File: src/rtl/regfile_ctx_seq_pkg.sv
// Shared definitions for the register-file context save/restore sequencer.
package regfile_ctx_seq_pkg;

    localparam int REG_IDX_W = 5;
    localparam int DATA_W    = 32;
    localparam int NUM_REGS  = 32;

    localparam logic [1:0] ST_IDLE_ENC    = 2'd0;
    localparam logic [1:0] ST_SAVE_ENC    = 2'd1;
    localparam logic [1:0] ST_RESTORE_ENC = 2'd2;
    localparam logic [1:0] ST_DONE_ENC    = 2'd3;

    typedef enum logic [1:0] {
        ST_IDLE    = ST_IDLE_ENC,
        ST_SAVE    = ST_SAVE_ENC,
        ST_RESTORE = ST_RESTORE_ENC,
        ST_DONE    = ST_DONE_ENC
    } state_t;

endpackage

File: src/rtl/regfile_ctx_seq_port_mux.sv
// Regfile write-port arbiter: the pipeline drives the port unless the sequencer owns it.
module regfile_port_mux
    import regfile_ctx_seq_pkg::*;
(
    input  logic                 seq_own,
    input  logic                 block_pipe,
    input  logic                 pipe_we,
    input  logic [REG_IDX_W-1:0] pipe_wreg,
    input  logic [DATA_W-1:0]    pipe_wdata,
    input  logic                 seq_we,
    input  logic [REG_IDX_W-1:0] seq_wreg,
    input  logic [DATA_W-1:0]    seq_wdata,
    output logic                 we,
    output logic [REG_IDX_W-1:0] wreg,
    output logic [DATA_W-1:0]    wdata
);

    // Pipeline writes arriving while the sequencer is busy are dropped, never deferred.
    assign we    = seq_own ? seq_we    : (pipe_we & ~block_pipe);
    assign wreg  = seq_own ? seq_wreg  : pipe_wreg;
    assign wdata = seq_own ? seq_wdata : pipe_wdata;

endmodule

File: src/rtl/regfile_ctx_seq.sv
// Context save/restore sequencer owning the regfile write port and read port C during a transfer.
module regfile_ctx_seq
    import regfile_ctx_seq_pkg::*;
#(
    parameter int FIRST_REG = 1,
    parameter int LAST_REG  = 31
) (
    input  logic                 clock,
    input  logic                 ctrl_reset_n,
    input  logic                 start_save,
    input  logic                 start_restore,
    output logic                 busy,
    output logic                 done,
    output logic                 err_pipe_write,
    input  logic                 pipe_we,
    input  logic [REG_IDX_W-1:0] pipe_wreg,
    input  logic [DATA_W-1:0]    pipe_wdata,
    output logic                 ctrl_writeEnable,
    output logic [REG_IDX_W-1:0] ctrl_writeReg,
    output logic [DATA_W-1:0]    data_writeReg,
    output logic [REG_IDX_W-1:0] ctrl_readRegC,
    input  logic [DATA_W-1:0]    data_readRegC,
    output logic [DATA_W-1:0]    save_data,
    output logic                 save_valid,
    input  logic                 save_ready,
    input  logic [DATA_W-1:0]    restore_data,
    input  logic                 restore_valid,
    output logic                 restore_ready,
    output state_t               dbg_state
);

    localparam logic [REG_IDX_W-1:0] FIRST_IDX = REG_IDX_W'(FIRST_REG);
    localparam logic [REG_IDX_W-1:0] LAST_IDX  = REG_IDX_W'(LAST_REG);

    state_t               state;
    logic [REG_IDX_W-1:0] idx;
    logic                 save_fire;
    logic                 restore_fire;

    // Stream handshakes: a beat moves on a rising edge where valid and ready are both high.
    // save_valid / restore_ready are registered and high exactly while in SAVE / RESTORE.
    assign save_fire    = save_valid & save_ready;
    assign restore_fire = restore_ready & restore_valid;
    assign save_data    = data_readRegC;
    assign dbg_state    = state;

    always_ff @(posedge clock or negedge ctrl_reset_n) begin
        if (!ctrl_reset_n) begin
            state          <= ST_IDLE;
            idx            <= FIRST_IDX;
            busy           <= 1'b0;
            done           <= 1'b0;
            err_pipe_write <= 1'b0;
            save_valid     <= 1'b0;
            restore_ready  <= 1'b0;
            ctrl_readRegC  <= '0;
        end else begin
            if (busy && pipe_we) begin
                err_pipe_write <= 1'b1;
            end
            case (state)
                ST_IDLE: begin
                    if (start_save) begin
                        state          <= ST_SAVE;
                        idx            <= FIRST_IDX;
                        busy           <= 1'b1;
                        save_valid     <= 1'b1;
                        ctrl_readRegC  <= FIRST_IDX;
                        err_pipe_write <= 1'b0;
                    end else if (start_restore) begin
                        state          <= ST_RESTORE;
                        idx            <= FIRST_IDX;
                        busy           <= 1'b1;
                        restore_ready  <= 1'b1;
                        err_pipe_write <= 1'b0;
                    end
                end
                ST_SAVE: begin
                    if (save_fire) begin
                        if (idx == LAST_IDX) begin
                            state         <= ST_DONE;
                            done          <= 1'b1;
                            save_valid    <= 1'b0;
                            ctrl_readRegC <= '0;
                        end else begin
                            idx           <= idx + 1'b1;
                            ctrl_readRegC <= idx + 1'b1;
                        end
                    end
                end
                ST_RESTORE: begin
                    if (restore_fire) begin
                        if (idx == LAST_IDX) begin
                            state         <= ST_DONE;
                            done          <= 1'b1;
                            restore_ready <= 1'b0;
                        end else begin
                            idx <= idx + 1'b1;
                        end
                    end
                end
                default: begin
                    state <= ST_IDLE;
                    done  <= 1'b0;
                    busy  <= 1'b0;
                end
            endcase
        end
    end

    regfile_port_mux u_port_mux (
        .seq_own    (restore_ready),
        .block_pipe (busy),
        .pipe_we    (pipe_we),
        .pipe_wreg  (pipe_wreg),
        .pipe_wdata (pipe_wdata),
        .seq_we     (restore_valid),
        .seq_wreg   (idx),
        .seq_wdata  (restore_data),
        .we         (ctrl_writeEnable),
        .wreg       (ctrl_writeReg),
        .wdata      (data_writeReg)
    );

endmodule

File: config.mk
export PLATFORM = sky130hd
export DESIGN_NAME = regfile_ctx_seq
export DESIGN_NICKNAME = d
export VERILOG_FILES = /design/src/rtl/regfile_ctx_seq_pkg.sv /design/src/rtl/regfile_ctx_seq_port_mux.sv /design/src/rtl/regfile_ctx_seq.sv
export SDC_FILE = /design/constraint.sdc
export NUM_CORES = 1
export LEC_CHECK = 0
export CORE_MARGIN = 2
export CORE_UTILIZATION = 30
export DETAILED_ROUTE_END_ITERATION = 8
export GPL_ROUTABILITY_DRIVEN = 0
export PLACE_DENSITY = 0.85
export SETUP_SLACK_MARGIN = 0.5
export SYNTH_ARGS = -nofsm -noshare
export SYNTH_HDL_FRONTEND = slang
export SYNTH_HIERARCHICAL = 1
export SYNTH_SLANG_ARGS = --single-unit
export TNS_END_PERCENT = 20
File: constraint.sdc
create_clock -name clock -period 4.56 [get_ports clock]
set_input_delay 0.684 -clock clock [delete_from_list [all_inputs] [get_ports clock]]
set_output_delay 0.684 -clock clock [all_outputs]
set_load 0.01 [all_outputs]
Word-level counts from Yosys, hierarchy flattened
Cells that the tools add are included.
- eq/ne operators: 11
- reductions and logical operators: 13
- bitwise operators: 6
- muxes and demuxes: 37
- add/sub/neg operators: 1
- operator list (kind ; count):
    two-way mux 5 bit ; 9
    two-way mux 32 bit ; 1
    two-way mux 1 bit ; 15
    case mux 5 bit (3 select lines) ; 1
    inequality test 2 bit (second input constant) ; 7
    two-way mux 2 bit ; 5
    case mux 5 bit (2 select lines) ; 1
    AND reduction 3 bit ; 3
    AND reduction 4 bit ; 2
    case mux 1 bit (2 select lines) ; 3
    case mux 2 bit (3 select lines) ; 1
    adder 5 x 1 -> 5 bit (second input constant) ; 1
    == test 5 bit (second input constant) ; 1
    AND reduction 5 bit ; 1
    nonzero test 2 bit ; 2
    AND 1 bit ; 3
    inequality test 3 bit (second input constant) ; 1
    inverter 1 bit ; 3
    case mux 1 bit (3 select lines) ; 1
    nonzero test 3 bit ; 1
    == test 2 x 1 -> 1 bit (second input constant) ; 1
    == test 2 bit (second input constant) ; 1
    logical NOT 2 bit ; 1
    AND reduction 2 bit ; 1
    2 further kinds ; 2
- bits in registers: 17
- input port bits: 108
- output and inout port bits: 82

Depth between registers and ports, before layout
Gate-level depths: netlist of the first run.
- depth in word-level cells: 5
- gate-level depth with buffers: 8
- gate-level depth less buffers: 7

Modules after synthesis
The synthesis of the first run kept the hierarchy.
- by module, submodules not included (module ; instances ; cells each ; area an instance (um^2)):
    regfile_ctx_seq ; 1 ; 126 ; 1186.1
    regfile_port_mux ; 1 ; 44 ; 503.0

Worst setup path after synthesis of the first run
Ideal clock, no wire load.
- path type: reg-to-reg
- start point: register idx[1]
- end point: register idx[0]
- path buffers: 1
- arrival: 1.778 ns
- slack: 2.700 ns
- period minus slack after synthesis: 1.860 ns
- stages on the path, launching flop included: 9
- cell sequence: dfrtp_1 -> ha_1 -> and3_1 -> ha_1 -> a21o_1 -> and4b_1 -> buf_6 -> nand2_1 -> mux2_2
- longest elaborated chain between the ends: 4
- elaborated cells between the ends (all ways): 5
- ends and longest elaborated chain (element ; RTL line ; source):
    start: declaration ; regfile_ctx_seq.sv:36 ; logic [REG_IDX_W-1:0] idx;
    start signal: assignment ; regfile_ctx_seq.sv:86 ; idx <= idx + 1'b1;
    start signal: assignment ; regfile_ctx_seq.sv:98 ; idx <= idx + 1'b1;
    == test 5 bit * ; regfile_ctx_seq.sv:80, regfile_ctx_seq.sv:93 ;
    two-way mux 5 bit * ; - ;
    two-way mux 5 bit (on tied branches) ; - ;
    case mux 5 bit (3 select lines) * ; - ;
Every way passes the cells marked *; elsewhere a longest branch is shown, timed or not. The select of a mux whose other input is x is not followed.
A chain may end at the register's enable or synchronous reset.

Worst setup path after layout of the first run
- start point: register restore_ready
- end point: output port data_writeReg[15]
- longest elaborated chain between the ends: 1
- ends and longest elaborated chain (element ; RTL line ; source):
    start: declaration ; regfile_ctx_seq.sv:28 ; output logic restore_ready,
    start signal: assignment ; regfile_ctx_seq.sv:55 ; restore_ready <= 1'b0;
    start signal: assignment ; regfile_ctx_seq.sv:74 ; restore_ready <= 1'b1;
    start signal: assignment ; regfile_ctx_seq.sv:96 ; restore_ready <= 1'b0;
    two-way mux 32 bit ; regfile_ctx_seq_port_mux.sv:21 ; assign wdata = seq_own ? seq_wdata : pipe_wdata;
    end: declaration ; regfile_ctx_seq.sv:20 ; output logic [DATA_W-1:0] data_writeReg,
Every way passes these cells.

==> results of run 1 <==
==> metrics by stage <==
step | hold WS, ns | util (%) | area (µm²) | worst slack [ns]
2_1_floorplan | 0.388 | - | 1690 | 2.70
4_1_cts | 0.522 | 50.9 | 2790 | 1.70
3_3_place_gp | 0.495 | 50.1 | 2740 | 1.96
6_report | 0.515 | 50.9 | 2790 | 1.73
5_1_grt | 0.542 | 50.9 | 2790 | 1.62
3_5_place_dp | 0.502 | 50.1 | 2740 | 1.93
==> flip-flops by register name, summed over array words and instances, names as in the netlist <==
signal / cells
dbg_state: 2
idx: 5
busy: 1
restore_ready: 1
ctrl_readRegC: 5
done: 1
save_valid: 1
err_pipe_write: 1
==> worst paths after layout <==
kind                                                 to  slack [ns]  cells after the start                         start
setup reg to reg                     idx[0]$_DFFE_PN1P_        2.48                      7            idx[1]$_DFFE_PN0P_
hold / removal             ctrl_readRegC[3]$_DFFE_PN0P_        0.51                      1  ctrl_readRegC[3]$_DFFE_PN0P_
min in group asynchronous            idx[3]$_DFFE_PN0P_        0.86                      1                  ctrl_reset_n
hold reg to reg            ctrl_readRegC[3]$_DFFE_PN0P_        0.51                      1  ctrl_readRegC[3]$_DFFE_PN0P_
setup / recovery                      data_writeReg[15]        1.73                      2     restore_ready$_DFFE_PN0P_
max in group asynchronous     restore_ready$_DFFE_PN0P_        3.19                      1                  ctrl_reset_n
==> cell usage in the layout (no fill, tap or decap), types with 2 or more instances in the layout <==
cell type and count:
nor2_1 2, o32ai_1 2, mux2_4 9, nand3_1 6, o21ai_0 12, clkbuf_8 3, inv_1 10, dfrtp_1 15
a21oi_1 8, a21bo_2 2, nand2_1 6, a31oi_1 2, nand2b_1 3, and3_1 2, ha_1 7, clkdlybuf4s50_1 125
mux2_2 32
==> power groups by stage <==
stage               combinational, mW  clock (mW)  sequential (mW)
global placement                0.455           0            0.230
detailed placement              0.460           0            0.233
finish                          0.463       0.115            0.230
CTS                             0.464       0.118            0.230
floorplan                       0.272           0            0.236
global route                    0.509       0.124            0.237
==> layer usage <==
layer	routed length (µm)	vias to the layer above
met5	0	-
met4	100	0
met3	489	8
li1	-	751
met1	1870	747
met2	2530	90
==> logic make-up after synthesis <==
group,share of synthesized area [%]
buf+inv,19.3
mux,29.9
compound gates,11.6
simple gates,8.15
flops,25.3
fa+ha+maj,5.18
xor+xnor,0.519
==> worst register-to-register path, stage by stage, from the launching register on <==
cell     delay, ns
dfrtp_1       0.42
ha_1          0.23
and3_1        0.18
ha_1          0.24
a21o_1        0.20
and4b_1       0.36
nand2_1       0.10
mux2_2        0.27
==> cell type report <==
class	instances	area share (%)
Tap cell	72	3.23
Timing Repair Buffer	125	44.9
Multi-Input combinational cell	106	33.6
Inverter	10	1.35
Clock buffer	4	1.62
Sequential cell	17	15.4
==> flow_metrics.py, run 1 <==
metrics = {
    "cells_and_area": {
        "final_cells": 334,
        "diodes": 0,
        "areaGrowthSynthToFinish_pct": 65.0,
        "n_fill_cell": 510,
        "multiInputGateArea_um2": 936,
        "nets": 378,
        "drive_gt1_share_pct": 19.1,
        "seqCellArea_um2": 428,
    },
    "timing": {
        "hold_viol": 0,
        "period_share_pct": 62.0,
        "setup_viol": 0,
        "finalSetupTns_ns": 0,
        "drv_slew": 0,
        "fmax_mhz": 354,
        "worstMarginPinSlew_ns": 0.919,
        "layout_min_cycle_time_ns": 2.83,
        "slew_headroom_pct": 38.8,
        "finClkSkew_ns": 0.00679,
        "rsz0062_at_grt": "no",
    },
    "setup_path": {
        "crit_family": "flip-flops",
        "path_cells": "mux2_2 -> clkdlybuf4s50_1",
        "worst_ep_arrival_time_ns": 2.14,
        "slowest_stage": "dfrtp_2",
        "criticalPathCategory": "flop to output pin",
        "cp-end-kind": "output pin",
        "cpPeakStageDelay_ns": 0.98,
        "crit_path_max_fanout": 43,
        "cp.buffers_inverters": 1,
        "start_kind": "flop",
        "cp.required_ns": 3.88,
    },
    "synth": {
        "ys_top_cells_by_count": "buf_4, mux2_2, dfrtp_1, o21ai_0, inv_1",
        "synth.avg_cell_area_um2": 9.94,
        "netlist_area_um2": 1690,
        "ys_types": 31,
        "synth_cells": 170,
        "ys_seq_area_share_pct": 25.3,
        "ys_seq_elements": 17,
        "yosys_warnings": 6,
        "synth.most_common_cell": "buf_4",
        "ys.flop_type": "dfrtp_1",
        "synthTopCellsByArea": "dfrtp_1, mux2_2, buf_4",
        "yosysTopAreaCellShare_pct": 23.7,
        "synth_nets": 285,
        "synthArstFlopShare_pct": 100,
        "synth-edff-count": 0,
        "yosysTopAreaCell": "dfrtp_1",
    },
    "detailed_routing": {
        "first_pass_iters": 4,
        "initialDrtViolationCount": 65,
        "vias_per_cell": 4.78,
        "ant_nets": 0,
        "via_count": 1596,
        "drc": 0,
        "wl_per_cell_um": 14.9,
        "wl_um": 4980,
    },
    "placed_design": {
        "port_buffers": 125,
        "dpl.hpwl_um": 4140,
        "dp_cells": 330,
    },
    "min_path": {
        "hold_class": "flop to flop",
    },
    "global_route": {
        "overflow": 0,
        "grt_pass1_wl_um": 7600,
        "grtUsageTotal_pct": 15.6,
        "busiest_layer": "met2",
        "use_met2_pct": 27.9,
        "grt_max_degree": 44,
        "globalRouteMet3Util_pct": 4.89,
        "use_met1_pct": 17.0,
        "grt_pass1_vias": 1563,
        "antenna_found_initial": 0,
    },
    "pwr": {
        "seqPwrFrac_pct": 28.5,
        "p_sw_mw": 0.293,
        "pwr-share-comb_pct": 57.3,
        "sw_frac_of_total_pct": 36.2,
        "intPower_mw": 0.515,
        "powerDensity_nw_per_um2": 290,
        "clkPwrFrac_pct": 14.2,
        "power_mw": 0.808,
        "p_leak_nw": 1.16,
        "ir_worst_vdd_mv": 0.184,
    },
    "clock_tree": {
        "post_cts_resized": 0,
        "post_cts_buffers": 0,
        "clockBufferDepth": 2,
        "cts_buffers": 3,
        "cts_tree": "yes",
        "clock_latency_ns": 0.26,
        "postCtsHoldBufs": 0,
        "htree_levels": 1,
        "cts_root_buf": "clkbuf_8",
        "clk_pin_slew_worst_paths_ns": 0.07,
        "cts_sinks": 17,
    },
    "floorplanning": {
        "coreArea_um2": 5470,
        "fp.dieW_um": 79.0,
        "start_util_pct": 30.9,
        "die_h_um": 79.0,
        "io_pins": 190,
        "rows": 27,
        "die_area_um2": 6250,
    },
    "job": {
        "max-cap-violations": 0,
    },
    "status": {
        "outcome": "complete, no violations",
    },
}
Power figures use the tool's default switching activity.
==> run 2, diff against run 1 <==
--- a/config.mk
+++ b/config.mk
@@ -6,10 +6,10 @@
 export NUM_CORES = 1
 export LEC_CHECK = 0
 export CORE_MARGIN = 2
-export CORE_UTILIZATION = 30
+export CORE_UTILIZATION = 28
 export DETAILED_ROUTE_END_ITERATION = 8
 export GPL_ROUTABILITY_DRIVEN = 0
-export PLACE_DENSITY = 0.85
+export PLACE_DENSITY = 0.8
 export SETUP_SLACK_MARGIN = 0.5
 export SYNTH_ARGS = -nofsm -noshare
 export SYNTH_HDL_FRONTEND = slang
==> constraint.sdc (replaced) <==
create_clock -name clock -period 2.7 [get_ports clock]
set_input_delay 0.405 -clock clock [delete_from_list [all_inputs] [get_ports clock]]
set_output_delay 0.405 -clock clock [all_outputs]
set_load 0.01 [all_outputs]
==> run 2 against run 1 <==
Combinational power increased by 70%. Cell count increased by 2.7%. Largest cell class unchanged. Count of clock-buffer cells in the layout unchanged. Global-route usage decreased by 1.1 points. Worst hold slack got worse by 0.0048 ns. Die area increased by 6.8%. Clock power increased by 68%. Critical endpoint is now data_writeReg[10]. Utilization decreased by 2.3 points.
==> flow_metrics.py, run 2 (synthesized netlist as in run 1, its figures left out) <==
metrics = {
    "detailed_routing": {
        "ant_nets": 0,
        "drc": 0,
        "wl_per_cell_um": 15.5,
        "via_count": 1593,
        "initialDrtViolationCount": 24,
        "first_pass_iters": 4,
        "vias_per_cell": 4.64,
        "wl_um": 5320,
    },
    "floorplanning": {
        "start_util_pct": 28.7,
        "coreArea_um2": 5890,
        "rows": 28,
        "die_h_um": 81.7,
        "fp.dieW_um": 81.7,
        "io_pins": 190,
        "die_area_um2": 6670,
    },
    "clock_tree": {
        "cts_root_buf": "clkbuf_8",
        "cts_tree": "yes",
        "clock_latency_ns": 0.26,
        "htree_levels": 1,
        "clk_pin_slew_worst_paths_ns": 0.07,
        "cts_sinks": 17,
        "postCtsHoldBufs": 0,
        "clockBufferDepth": 2,
        "cts_buffers": 3,
    },
    "pwr": {
        "p_sw_mw": 0.500,
        "p_leak_nw": 1.20,
        "clkPwrFrac_pct": 14.1,
        "seqPwrFrac_pct": 28.3,
        "ir_worst_vdd_mv": 0.322,
        "sw_frac_of_total_pct": 36.5,
        "intPower_mw": 0.870,
        "pwr-share-comb_pct": 57.6,
        "powerDensity_nw_per_um2": 478,
    },
    "timing": {
        "hold_viol": 0,
        "drv_slew": 0,
        "worstMarginPinSlew_ns": 0.751,
        "period_share_pct": 80.2,
        "finClkSkew_ns": 0.00586,
        "fmax_mhz": 462,
        "finalSetupTns_ns": 0,
        "rsz0062_at_grt": "yes",
        "timing.hold.ws_ns": 0.510,
        "slew_headroom_pct": 49.8,
        "setup_viol": 0,
        "layout_min_cycle_time_ns": 2.17,
    },
    "cells_and_area": {
        "drive_gt1_share_pct": 20.9,
        "diodes": 0,
        "nets": 384,
        "mostFrequentLayoutCells": "clkdlybuf4s50_1, mux2_2, dfrtp_1",
        "final_cells": 343,
        "multiInputGateArea_um2": 936,
        "seqCellArea_um2": 430,
        "n_fill_cell": 546,
        "areaGrowthSynthToFinish_pct": 69.6,
        "final_common_cell": "clkdlybuf4s50_1",
    },
    "setup_path": {
        "cp-end-kind": "output pin",
        "cp.required_ns": 2.30,
        "start_kind": "flop",
        "timing.reg2reg.setup_slack_ns": 0.62,
        "rr_worst_depth": 7,
        "criticalPathCategory": "flop to output pin",
        "crit_path_max_fanout": 6,
        "worst_ep_arrival_time_ns": 1.76,
    },
    "placed_design": {
        "port_buffers": 125,
        "dp_cells": 334,
        "dpl.hpwl_um": 4230,
    },
    "min_path": {
        "hold_class": "flop to flop",
        "holdPathStages": 1,
    },
    "global_route": {
        "grt_pass1_wl_um": 7460,
        "grtUsageTotal_pct": 14.6,
        "grt_pass1_vias": 1527,
        "grt_max_degree": 21,
        "antenna_found_initial": 0,
        "overflow": 0,
    },
    "status": {
        "outcome": "complete, no violations",
    },
    "job": {
        "max-cap-violations": 0,
    },
}
[run 2: cell count changes in the layout (fill, tap and decap cells not counted), sizes merged]
cell / change
dlygate4sd2: +1
buf: +6
clkdlybuf4s50: -1
[run 2: per-layer routing]
layer | wire [µm] | GRT usage [%] | share of wire (%)
met5 | 0 | 0 | 0
met4 | 23 | 2.50 | 0.43
met3 | 562 | 4.18 | 11
met2 | 2640 | 27.5 | 50
met1 | 2090 | 16.3 | 39
[run 2: timing repair]
item / CTS / global route
endpoints found under the setup margin: 39 / 27
setup buffers: 2 / 3
gates resized for setup: 2 / 1
pin swaps: 0 / 0
[run 2: area by class of cell]
type,count,area share (%)
timing repair buffer,131,46.2
sequential,17,15.0
inverter,10,1.31
clock buffer,4,1.57
multi-input combinational,106,32.7
tap,75,3.28
[run 2: through the flow]
stage          power, mW  setup WS, ns  instance area (µm²)  util [%]
3_3_place_gp        1.16         0.389                 2750      46.8
4_1_cts             1.38         0.423                 2840      48.2
2_1_floorplan      0.859         0.840                 1690         -
6_report            1.37         0.535                 2870      48.7
3_5_place_dp        1.18         0.384                 2750      46.8
5_1_grt             1.47         0.494                 2870      48.7
[run 2: worst max-delay path, stage by stage (launching register included)]
cell and delay [ns]:
dfrtp_4 0.48, buf_4 0.18, mux2_2 0.36, clkdlybuf4s50_1 0.49
[run 2: final timing paths]
kind,startpoint,endpoint
min in group asynchronous,ctrl_reset_n,idx[3]$_DFFE_PN0P_
max,restore_ready$_DFFE_PN0P_,data_writeReg[10]
min,ctrl_readRegC[3]$_DFFE_PN0P_,ctrl_readRegC[3]$_DFFE_PN0P_
min reg2reg,ctrl_readRegC[3]$_DFFE_PN0P_,ctrl_readRegC[3]$_DFFE_PN0P_
max in group asynchronous,ctrl_reset_n,restore_ready$_DFFE_PN0P_
max reg2reg,idx[1]$_DFFE_PN0P_,idx[0]$_DFFE_PN1P_
[run 2: power by group through the flow]
stage               Sequential (mW)  Combinational, mW  Clock (mW)
finish                        0.387              0.789       0.193
global route                  0.398              0.862       0.208
CTS                           0.387              0.795       0.197
detailed placement            0.391              0.789           0
global placement              0.388              0.773           0
floorplan                     0.399              0.460           0
==> run 3, diff against run 2 <==
--- a/config.mk
+++ b/config.mk
@@ -6,10 +6,10 @@
 export NUM_CORES = 1
 export LEC_CHECK = 0
 export CORE_MARGIN = 2
-export CORE_UTILIZATION = 28
+export CORE_UTILIZATION = 25
 export DETAILED_ROUTE_END_ITERATION = 8
 export GPL_ROUTABILITY_DRIVEN = 0
-export PLACE_DENSITY = 0.8
+export PLACE_DENSITY = 0.75
 export SETUP_SLACK_MARGIN = 0.5
 export SYNTH_ARGS = -nofsm -noshare
 export SYNTH_HDL_FRONTEND = slang
==> constraint.sdc (replaced) <==
create_clock -name clock -period 1.89 [get_ports clock]
set_input_delay 0.2835 -clock clock [delete_from_list [all_inputs] [get_ports clock]]
set_output_delay 0.2835 -clock clock [all_outputs]
set_load 0.01 [all_outputs]
==> run 3 against run 2 <==
Wire length up 10%. Worst hold slack worse by 0.17 ns. Via count up 8.5%. Utilization up 0.87 points. Design area up 12%. Global-route usage about the same. Critical endpoint is now idx[3]$_DFFE_PN0P_. Largest cell class unchanged.
==> flow_metrics.py, run 3 (synthesized netlist as in run 1, its figures left out) <==
metrics = {
    "status": {
        "outcome": "complete, no violations",
    },
    "clock_tree": {
        "postCtsHoldBufs": 0,
        "clock_latency_ns": 0.25,
        "clk_pin_slew_worst_paths_ns": 0.07,
        "cts_root_buf": "clkbuf_8",
        "clockBufferDepth": 2,
        "cts_tree": "yes",
        "cts_sinks": 17,
        "cts_buffers": 3,
        "htree_levels": 1,
    },
    "pwr": {
        "p_leak_nw": 1.43,
        "ir_worst_vdd_mv": 0.599,
        "powerDensity_nw_per_um2": 737,
    },
    "detailed_routing": {
        "vias_per_cell": 4.70,
        "initialDrtViolationCount": 31,
        "wl_um": 5860,
        "via_count": 1729,
        "first_pass_iters": 4,
        "wl_per_cell_um": 15.9,
        "drc": 0,
        "ant_nets": 0,
    },
    "cells_and_area": {
        "nets": 407,
        "drive_gt1_share_pct": 41.2,
        "mostFrequentLayoutCells": "clkdlybuf4s50_1, mux2_2, buf_4",
        "final_area_um2": 3200,
        "final_common_cell": "clkdlybuf4s50_1",
        "final_cells": 368,
        "diodes": 0,
        "areaGrowthSynthToFinish_pct": 89.5,
    },
    "global_route": {
        "grt_pass1_wl_um": 8740,
        "grt_max_degree": 10,
        "grtUsageTotal_pct": 14.5,
        "overflow": 0,
        "antenna_found_initial": 0,
        "grt_pass1_vias": 1721,
    },
    "job": {
        "max-cap-violations": 0,
    },
    "timing": {
        "drv_slew": 0,
        "timing.hold.ws_ns": 0.340,
        "rsz0062_at_grt": "yes",
        "setup_viol": 0,
        "setup_ws_ns": 0.0777,
        "finClkSkew_ns": 0.00359,
        "layout_min_cycle_time_ns": 1.81,
        "hold_viol": 0,
        "fmax_mhz": 552,
        "period_share_pct": 95.9,
        "slew_headroom_pct": 70.3,
        "worstMarginPinSlew_ns": 0.444,
    },
    "placed_design": {
        "place_ws_ns": -0.0477,
        "port_buffers": 125,
        "dpl.hpwl_um": 4530,
        "placed_area_um2": 2940,
        "dp_cells": 348,
    },
    "floorplanning": {
        "start_util_pct": 26.2,
        "die_h_um": 86.2,
        "rows": 29,
        "die_area_um2": 7430,
        "fp.dieW_um": 86.2,
        "io_pins": 190,
        "coreArea_um2": 6460,
    },
    "setup_path": {
        "crit_path_max_fanout": 2,
        "worst_ep_arrival_time_ns": 1.94,
        "cp-end-kind": "flop",
        "start_kind": "flop",
        "criticalPathCategory": "flop to flop",
        "cp.required_ns": 2.01,
    },
    "min_path": {
        "hold_class": "input pin to asynchronous set/reset pin",
    },
}
[run 3: path summary, 6_finish.rpt]
kind                                                    from                           end  slack, ns  cells past startpoint
worst max-delay path                      idx[1]$_DFFE_PN0P_            idx[3]$_DFFE_PN0P_       0.08                      7
max in group asynchronous                       ctrl_reset_n            idx[0]$_DFFE_PN1P_       0.97                      2
min in group clock              ctrl_readRegC[3]$_DFFE_PN0P_  ctrl_readRegC[3]$_DFFE_PN0P_       0.52                      1
worst min register to register  ctrl_readRegC[3]$_DFFE_PN0P_  ctrl_readRegC[3]$_DFFE_PN0P_       0.52                      1
worst max register to register            idx[1]$_DFFE_PN0P_            idx[3]$_DFFE_PN0P_       0.08                      7
worst min-delay path                            ctrl_reset_n        save_valid$_DFFE_PN0P_       0.34                      1
[run 3: area by class of cell]
type,count,area [µm²]
fillers,610,3260
repair buffers,154,1530
multi-input cells,106,1060
flip-flops and latches,17,429
well taps,77,96.3
clock buffers,4,45.0
inverters,10,37.5
[run 3: where the power goes]
group          internal, mW  switching [mW]
sequential            0.468          0.0814
clock                 0.149           0.124
combinational         0.870           0.665
total                  1.49           0.870
[run 3: repair_timing]
item / in CTS / in global routing
gates cloned: 2 / 0
buffers inserted: 8 / 6
pin swaps: 4 / 5
endpoints found under the setup margin: 65 / 65
resized for setup: 120 / 37
[run 3: metal layers]
| metal | share of wire (%) | vias up | global-route usage [%] |
|---|---|---|---|
| met1 | 38 | 814 | 17.0 |
| met4 | 1.0 | 0 | 2.27 |
| met2 | 52 | 93 | 27.3 |
| li1 | - | 812 | - |
| met3 | 9.0 | 10 | 3.33 |
| met5 | 0 | - | 0 |
[run 3: critical path, stage by stage, from the launching register on]
cell and delay (ns):
dfrtp_1 0.41, ha_4 0.17, and3_4 0.16, ha_4 0.15
a21o_1 0.16, buf_4 0.12, buf_4 0.13, o41ai_1 0.39
[run 3: through the flow]
| stage | utilization (%) | total power [mW] | setup TNS (ns) |
|---|---|---|---|
| 2_1_floorplan | - | 1.37 | 0 |
| 3_3_place_gp | 45.5 | 1.89 | -0.00399 |
| 3_5_place_dp | 45.5 | 1.92 | -0.0477 |
| 4_1_cts | 47.9 | 2.21 | 0 |
| 5_1_grt | 49.6 | 2.51 | 0 |
| 6_report | 49.6 | 2.36 | 0 |
